$ cat src/rtl/if_fetch_unit.sv
// ============================================================================
// if_fetch_unit
// ----------------------------------------------------------------------------
// Fetch-side companion to the PC register. Issues instruction-memory requests
// for the current PC and buffers the returned words with their PCs in an
// in-order queue. It presents the queue head to the IF/ID stage with a
// valid/ready handshake and produces the next PC and the PC-register stall.
// A redirect flushes the queue, and responses that were already in flight
// are discarded when they return.
//
// Ports:
//   CLOCK            in   1   clock, all state on the rising edge
//   RESET            in   1   synchronous, active-high reset
//   PC_Cur           in  32   current PC from the PC register
//   PC_Next          out 32   next PC for the PC register input
//   PC_Stall         out  1   hold the PC register
//   IMEM_Req         out  1   instruction-memory request valid
//   IMEM_Addr        out 32   request address (equals PC_Cur)
//   IMEM_Gnt         in   1   request accepted this cycle
//   IMEM_Rvalid      in   1   read data valid (in order, latency >= 1)
//   IMEM_Rdata       in  32   instruction word
//   Redirect         in   1   control-flow change, flush the fetch path
//   Redirect_Target  in  32   new PC (bits [1:0] are forced to zero)
//   ID_Valid         out  1   head instruction available
//   ID_Ready         in   1   decode accepts the head this cycle
//   ID_Instr         out 32   head instruction word
//   ID_PC            out 32   PC of the head instruction
// ============================================================================
module if_fetch_unit #(
   parameter int DEPTH = 4,
   parameter int PTR_W = 2
) (
   input  logic        CLOCK,
   input  logic        RESET,
   input  logic [31:0] PC_Cur,
   output logic [31:0] PC_Next,
   output logic        PC_Stall,
   output logic        IMEM_Req,
   output logic [31:0] IMEM_Addr,
   input  logic        IMEM_Gnt,
   input  logic        IMEM_Rvalid,
   input  logic [31:0] IMEM_Rdata,
   input  logic        Redirect,
   input  logic [31:0] Redirect_Target,
   output logic        ID_Valid,
   input  logic        ID_Ready,
   output logic [31:0] ID_Instr,
   output logic [31:0] ID_PC
);

   localparam int CNT_W = PTR_W + 1;
   // The discard counter accumulates across back-to-back redirects, so it is
   // given headroom beyond one queue's worth of outstanding requests.
   localparam int DROP_W = PTR_W + 4;
   localparam logic [CNT_W-1:0] DEPTH_C = CNT_W'(DEPTH);

   // Queue storage: PC and instruction per entry plus a filled flag.
   logic [31:0]       q_pc    [DEPTH];
   logic [31:0]       q_instr [DEPTH];
   logic [DEPTH-1:0]  q_filled;

   // Allocation, fill and read pointers walk the ring in the same order.
   logic [PTR_W-1:0]  wr_ptr;
   logic [PTR_W-1:0]  fill_ptr;
   logic [PTR_W-1:0]  rd_ptr;

   // Allocated entries, entries still waiting for data, stale responses.
   logic [CNT_W-1:0]  alloc_cnt;
   logic [CNT_W-1:0]  unfilled_cnt;
   logic [DROP_W-1:0] drop_cnt;

   logic              queue_full;
   logic              issue;
   logic              pop;
   logic              fill_ok;
   logic              drop_dec;
   logic [DROP_W-1:0] redirect_sum;
   logic [DROP_W-1:0] redirect_drop;

   // Request, handshake and response classification. Issue looks only at
   // the registered allocation count, so a pop in the same cycle does not
   // open a slot until the next cycle.
   always_comb begin
      queue_full = (alloc_cnt == DEPTH_C);
      IMEM_Req   = !RESET && !Redirect && !queue_full;
      IMEM_Addr  = PC_Cur;
      issue      = IMEM_Req && IMEM_Gnt;

      ID_Valid   = q_filled[rd_ptr] && !Redirect && !RESET;
      ID_Instr   = q_instr[rd_ptr];
      ID_PC      = q_pc[rd_ptr];
      pop        = ID_Valid && ID_Ready;

      // A response with nothing waiting for it and nothing to discard is a
      // protocol error and is simply ignored.
      fill_ok    = IMEM_Rvalid && !Redirect && (drop_cnt == '0) && (unfilled_cnt != '0);
      drop_dec   = IMEM_Rvalid && !Redirect && (drop_cnt != '0);
   end

   // Discard count after a redirect: every response still owed to the
   // flushed entries becomes stale. A response arriving in the redirect
   // cycle is itself one of those owed words and is thrown away on the
   // spot, so it is taken off the total rather than being dropped twice.
   always_comb begin
      redirect_sum  = drop_cnt + DROP_W'(unfilled_cnt);
      redirect_drop = redirect_sum;
      if (IMEM_Rvalid && (redirect_sum != '0)) begin
         redirect_drop = redirect_sum - DROP_W'(1);
      end
   end

   // Next-PC selection. The redirect target is word aligned here so the PC
   // register never sees a misaligned address. During reset the PC register
   // is held.
   always_comb begin
      PC_Next  = PC_Cur + 32'd4;
      PC_Stall = !issue;
      if (Redirect) begin
         PC_Next  = {Redirect_Target[31:2], 2'b00};
         PC_Stall = 1'b0;
      end
      if (RESET) begin
         PC_Stall = 1'b1;
      end
   end

   // Control state: pointers, counters and filled flags. A redirect empties
   // the queue in one cycle and suppresses issue and pop for that cycle.
   always_ff @(posedge CLOCK) begin
      if (RESET) begin
         wr_ptr       <= '0;
         fill_ptr     <= '0;
         rd_ptr       <= '0;
         alloc_cnt    <= '0;
         unfilled_cnt <= '0;
         drop_cnt     <= '0;
         q_filled     <= '0;
      end else if (Redirect) begin
         wr_ptr       <= '0;
         fill_ptr     <= '0;
         rd_ptr       <= '0;
         alloc_cnt    <= '0;
         unfilled_cnt <= '0;
         drop_cnt     <= redirect_drop;
         q_filled     <= '0;
      end else begin
         if (issue) begin
            wr_ptr           <= wr_ptr + 1'b1;
            q_filled[wr_ptr] <= 1'b0;
         end
         if (fill_ok) begin
            fill_ptr           <= fill_ptr + 1'b1;
            q_filled[fill_ptr] <= 1'b1;
         end
         if (pop) begin
            rd_ptr           <= rd_ptr + 1'b1;
            q_filled[rd_ptr] <= 1'b0;
         end
         if (drop_dec) begin
            drop_cnt <= drop_cnt - DROP_W'(1);
         end
         alloc_cnt    <= alloc_cnt + CNT_W'(issue) - CNT_W'(pop);
         unfilled_cnt <= unfilled_cnt + CNT_W'(issue) - CNT_W'(fill_ok);
      end
   end

   // Entry payloads. These need no reset because the filled flags gate
   // every use of them.
   always_ff @(posedge CLOCK) begin
      if (issue) begin
         q_pc[wr_ptr] <= PC_Cur;
      end
      if (fill_ok) begin
         q_instr[fill_ptr] <= IMEM_Rdata;
      end
   end

endmodule

$ cat config.mk
export PLATFORM = sky130hd
export DESIGN_NAME = if_fetch_unit
export DESIGN_NICKNAME = d
export VERILOG_FILES = /design/src/rtl/if_fetch_unit.sv
export SDC_FILE = /design/constraint.sdc
export NUM_CORES = 1
export LEC_CHECK = 0
export ABC_AREA = 1
export BUFFER_PORTS_ARGS = -buffer_cell sky130_fd_sc_hd__buf_4
export CAP_MARGIN = 10
export CORE_MARGIN = 8
export CORE_UTILIZATION = 56
export CTS_BUF_LIST = sky130_fd_sc_hd__clkbuf_16
export CTS_CLUSTER_SIZE = 24
export DETAILED_ROUTE_END_ITERATION = 16
export PLACE_DENSITY_LB_ADDON = 0.25
export REMOVE_ABC_BUFFERS = 1
export SLEW_MARGIN = 0
export SYNTH_ARGS = -nofsm -noshare
export SYNTH_HDL_FRONTEND = slang
export SYNTH_SLANG_ARGS = --single-unit
$ cat constraint.sdc
create_clock -name CLOCK -period 3.94 [get_ports CLOCK]
set_input_delay 0.197 -clock CLOCK [delete_from_list [all_inputs] [get_ports CLOCK]]
set_output_delay 0.197 -clock CLOCK [all_outputs]
set_load 0.005 [all_outputs]
# Word-level counts from Yosys, hierarchy flattened

Memory sizes are Yosys's and may differ from the RTL's. A register that Yosys moved wholly into a read port is not among the register bits.
Cells that the tools add are included.

Bits in writable memories: 256
Input port bits: 102
Bits in registers: 22
Word-level logic and storage cells: 85
Memories: 2

Bitwise gates (word level): 5
Muxes and demuxes: 29
$lt $le $gt $ge: 6
Equal/unequal tests: 1
Reductions and logical operators: 24
Add/sub/neg operators: 11

Memory list:

| name    | depth | bits a word | rd ports | clocked after Yosys merged registers in | write ports | line | source |
|---|---|---|---|---|---|---|---|
| q_instr | 4     | 32          | 1        | 1                                       | 1           | 59   | `logic [31:0] q_instr [DEPTH];` |
| q_pc    | 4     | 32          | 1        | 1                                       | 1           | 58   | `logic [31:0] q_pc [DEPTH];` |

Operators by type and width:

| operator                                                                             | number |
|---|---|
| 32-bit by 3-bit adder with 32-bit output (second input constant)                     | 1 |
| 32-bit 2-to-1 mux                                                                    | 1 |
| 4-bit 2-to-1 mux                                                                     | 7 |
| 6-bit 2-to-1 mux                                                                     | 3 |
| 1-bit logical AND                                                                    | 14 |
| 6-bit nonzero test                                                                   | 2 |
| 6-bit by 1-bit subtractor with 6-bit output (second input constant)                  | 2 |
| 1-bit 2-to-1 mux                                                                     | 10 |
| 2-bit by 3-bit < comparator with 1-bit output (second input constant)                | 3 |
| 4-bit bitwise AND                                                                    | 2 |
| 2-bit 2-to-1 mux                                                                     | 4 |
| 4-bit inverter                                                                       | 2 |
| 2-bit by 1-bit adder with 2-bit output (second input constant)                       | 3 |
| 3-bit by 1-bit adder with 3-bit output                                               | 2 |
| 6-bit by 3-bit adder with 6-bit output                                               | 1 |
| 1-bit demux with 2-bit select                                                        | 3 |
| 2-bit by 1-bit greater-or-equal comparator with 1-bit output (second input constant) | 3 |
| 6-bit logical NOT                                                                    | 1 |
| 3-bit by 1-bit subtractor with 3-bit output                                          | 2 |
| 1-bit logical NOT                                                                    | 4 |
| 4-bit bitwise OR                                                                     | 1 |
| 3-bit equality test (second input constant)                                          | 1 |
| 3-bit nonzero test                                                                   | 1 |
| 1-bit binary-select mux with 2-bit select                                            | 1 |
| other kinds (2)                                                                      | 2 |

# Logic depth before layout (Yosys ltp)

Depth after elaboration: 15
Gate-level depth with buffers: 15
Depth with buffers taken out: 15

# Worst setup path before layout

No wires, ideal clock.

Path kind: reg-to-reg
Start point: register drop_cnt[1]
End point: memory q_instr[0][0], enable pin
Setup time: 0.423 ns
Arrival: 2.405 ns
Clock period less this slack: 2.828 ns
Path slack: 1.112 ns
Cell stages (with the launch flop): 7
Cell sequence: dfxtp_1 -> inv_1 -> ha_1 -> nand4_2 -> nor3_4 -> inv_2 -> nor2_1

Word-level cells in the longest chain between the ends: 5

RTL lines:

| what                                   | line | source |
|---|---|---|
| start: declaration                     | 70   | `logic [DROP_W-1:0] drop_cnt;` |
| start signal: assignment               | 144  | `drop_cnt <= redirect_drop;` |
| start signal: assignment               | 160  | `drop_cnt <= drop_cnt - DROP_W'(1);` |
| 6-bit logical NOT                      | 96   | `fill_ok = IMEM_Rvalid && !Redirect && (drop_cnt == '0) && (unfilled_cnt != '0);` |
| 1-bit logical AND (2 in series)        | 96   |  |
| 1-bit 2-to-1 mux                       | 173  | `if (fill_ok) begin` |
| 1-bit 2-to-1 mux (not written as such) | 174  | `q_instr[fill_ptr] <= IMEM_Rdata;` |
| end: declaration                       | 59   |  |

Every way passes these cells.

==> summary.txt <==
Outcome
  • Status: completed

Synth
  • Mapped Cells: 1137
  • Yosys reg bits: 280
  • Count of cell types in the netlist: 40
  • Async SR Flop Fraction: 0%
  • Syn Area/Cell: 11.0 µm²
  • Synthesis warning total: 0
  • Top FF cell, synth: edfxtp_1
  • Register area share after synthesis: 65.2%
  • Area of the mapped netlist: 12500 µm²
  • Number of synthesized flops with an enable pin: 256

Die
  • Die ar.: 27400 µm²
  • CORE AREA: 21900 µm²
  • Starting density of the core: 57.3%
  • Chip Height: 166 µm
  • # rows: 54
  • Die width: 166 µm
  • Io pins: 233

Worst setup path
  • Crit path required time: 3.74 ns
  • Type of origin of the critical path: flop
  • Worst EP arrival: 2.71 ns
  • Cell mode on critical path: buf_4
  • Crit path max fanout: 66
  • CP peak stage delay: 0.77 ns
  • Setup CP Type: flop to primary output
  • CP endpoint kind: primary output
  • CP max stage cell: dfxtp_4
  • Ordered list of cells on the worst path: buf_4 > o21ai_0 > o22ai_1 > buf_4

Timing
  • Setup TNS: 0 ns
  • Max transition margin: 32.9%
  • Hold Vio Cnt, Final: 0
  • Least-Margin Pin Slew: 1.00 ns
  • Achievable Freq: 345 MHz
  • RSZ-0062 raised after global routing: no
  • Tmin final: 2.90 ns
  • Pins over their slew limit: 0
  • Hold_ws: 0.144 ns
  • Setup violators final: 0
  • Clk_skew: 0.0207 ns
  • Fin crit share: 73.7%

CTS
  • CTS buffer count: 29
  • Reg clk slew, reported paths: 0.06 ns
  • Root Buffer: clkbuf_16
  • CTS tree: built
  • Postcts setup bufs: 0
  • Htree depth: 1
  • Clk buf depth: 3
  • Clock sink count: 280
  • Clock latency on the worst-skew pair: 0.54 ns

Power and ir drop
  • P_leak: 6.18 nW
  • Combinational power share: 8.6%
  • Power share of the clock group: 41.1%
  • Peak supply drop: 0.282 mV
  • Pint: 5.13 mW
  • Sw Ratio: 21.5%
  • PwrDens: 410 nW/µm²
  • Seq pwr share: 50.3%
  • P_sw: 1.40 mW

Route
  • Drt first pass iters: 5
  • Drt drc: 0
  • Post-route ant nets: 0
  • Drt wl/cell: 18.7 µm
  • Vias/cell: 5.49
  • Starting DRT DRC Count: 736
  • Via total after detailed routing: 9292
  • Final WL: 31600 µm

Cells and area
  • Share of cells above drive strength 1: 23.2%
  • Register area: 8170 µm²
  • Fin nets: 1519
  • FILL cells: 1526
  • Final Instance Count excl. Fillers: 1692
  • Area growth from synthesis to layout: 26.9%
  • Multi-input gate area: 3690 µm²
  • Diodes inserted: 0
  • Final Cell Area: 15900 µm²
  • Finished Core Util: 72.7%

Global route
  • Vias in the first global route: 9443
  • Largest net degree at the start of global routing: 72
  • Antenna violations before repair: 0
  • Global-route usage over all layers: 22.3%
  • Grt total ovfl: 0
  • Wire length of the first global-routing pass: 50000 µm

Placement
  • Hpwl dp: 20200 µm
  • Routability Congestion: 0.885
  • Number of port buffers: 230
  • Cell Count Post-Placement: 1574
  • Placed inst area: 14300 µm²

Worst hold path
  • HP Class: primary input to flop

Run
  • Number of max-cap violations: 0
==> synth_stat cells (2+ instances only) <==
cell | instances | area [µm²]
inv_1 | 64 | 240
xnor2_1 | 9 | 78.8
a21oi_1 | 18 | 90.1
o21ai_0 | 154 | 771
edfxtp_1 | 256 | 7690
nand3_1 | 30 | 150
clkbuf_1 | 42 | 158
nand2_2 | 7 | 43.8
o22ai_1 | 64 | 400
o21ai_1 | 7 | 35.0
buf_4 | 33 | 248
or2_2 | 2 | 12.5
nor4_1 | 4 | 25.0
dfxtp_1 | 24 | 480
ha_1 | 24 | 300
nand2_1 | 141 | 529
a221oi_1 | 2 | 17.5
inv_2 | 6 | 22.5
xor2_1 | 17 | 149
nor2_1 | 179 | 672
buf_6 | 3 | 33.8
nand3_2 | 2 | 20.0
fa_1 | 3 | 60.1
nor2_2 | 2 | 12.5
a21oi_2 | 3 | 26.3
nand4_1 | 8 | 50.1
buf_2 | 6 | 30.0
nor3_1 | 13 | 65.1
nor2_4 | 3 | 33.8
==> logic make-up after synthesis <==
family | Yosys count | share of synthesized area [%]
AO/OA/AOI/OAI | 251 | 10.9
flip-flops | 280 | 65.2
XOR/XNOR | 26 | 1.82
buffers and inverters | 156 | 5.90
adder cells (fa/ha/maj) | 27 | 2.87
AND/OR/NAND/NOR | 397 | 13.4
==> sequential cells by signal, indices dropped and copies added, names as in the netlist, named ones only <==
name and count:
q_filled 4, unfilled_cnt 3, q_instr 128, alloc_cnt 3, rd_ptr 2, wr_ptr 2
fill_ptr 2, q_pc 128, drop_cnt 6
==> power groups by stage <==
| stage | clock network (mW) | logic [mW] | registers [mW] |
|---|---|---|---|
| 2_1_floorplan | 0 | 0.218 | 3.34 |
| 3_3_place_gp | 0 | 0.493 | 3.34 |
| 3_5_place_dp | 0 | 0.503 | 3.35 |
| 4_1_cts | 2.73 | 0.560 | 3.28 |
| 5_1_grt | 2.85 | 0.620 | 3.28 |
| 6_report | 2.68 | 0.562 | 3.28 |
==> worst max-delay path, delay by kind of cell, from the launching register on <==
kind | cells | cell delay, ns
flip-flops | 1 | 0.77
AO/OA/AOI/OAI | 2 | 0.55
buffers and inverters | 2 | 0.81
==> path summary, 6_finish.rpt <==
| path | endpoint | depth (start not counted) | slack [ns] | start |
|---|---|---|---|---|
| min reg2reg | q_filled[1] | 2 | 0.50 | q_filled[1] |
| max | ID_PC[10] | 4 | 1.04 | flop |
| max reg2reg | q_instr[1][4] | 6 | 1.49 | drop_cnt[1] |
| min | drop_cnt[1] | 4 | 0.14 | IMEM_Rvalid |
==> metal layers <==
layer	vias up	share of wire (%)	wire, µm	GRT usage [%]
li1	4476	-	-	-
met1	4391	41	12800	27.8
met2	385	49	15600	38.2
met3	40	8.7	2750	5.84
met4	0	1.5	469	5.13
met5	-	0	0	0
==> per-stage QoR <==
stage	total power, mW	worst slack [ns]
floorplan	3.56	-0.870
global placement	3.84	1.20
detailed placement	3.85	1.16
CTS	6.57	1.03
global route	6.75	0.926
finish	6.53	1.04
==> cells in the final DEF, fill, tap and decap left out, types with 8 or more instances in the layout <==
cell type and n:
edfxtp_1 256, buf_4 241, nor2_1 171, o21ai_0 154, nand2_1 141, inv_1 66
dlygate4sd3_1 65, o22ai_1 64, nand3_1 30, clkbuf_16 29, ha_1 24, dfxtp_1 22
a21oi_1 18, xor2_1 17, nor3_1 13, nor2_4 11, xnor2_1 9, nand4_1 8
==> what timing repair did <==
| action | CTS | global route |
|---|---|---|
| endpoints found under the hold margin | 257 | 0 |
| resized for setup | 0 | 0 |
| hold buffers | 65 | 0 |
==> final cells by class <==
class,count,share of cell area [%]
flip-flops and latches,280,51.4
multi-input cells,701,23.2
repair buffers,307,15.6
clock buffers,29,4.56
well taps,280,2.20
inverters,71,1.69
clock inverters,24,1.41
Power figures use the tool's default switching activity.
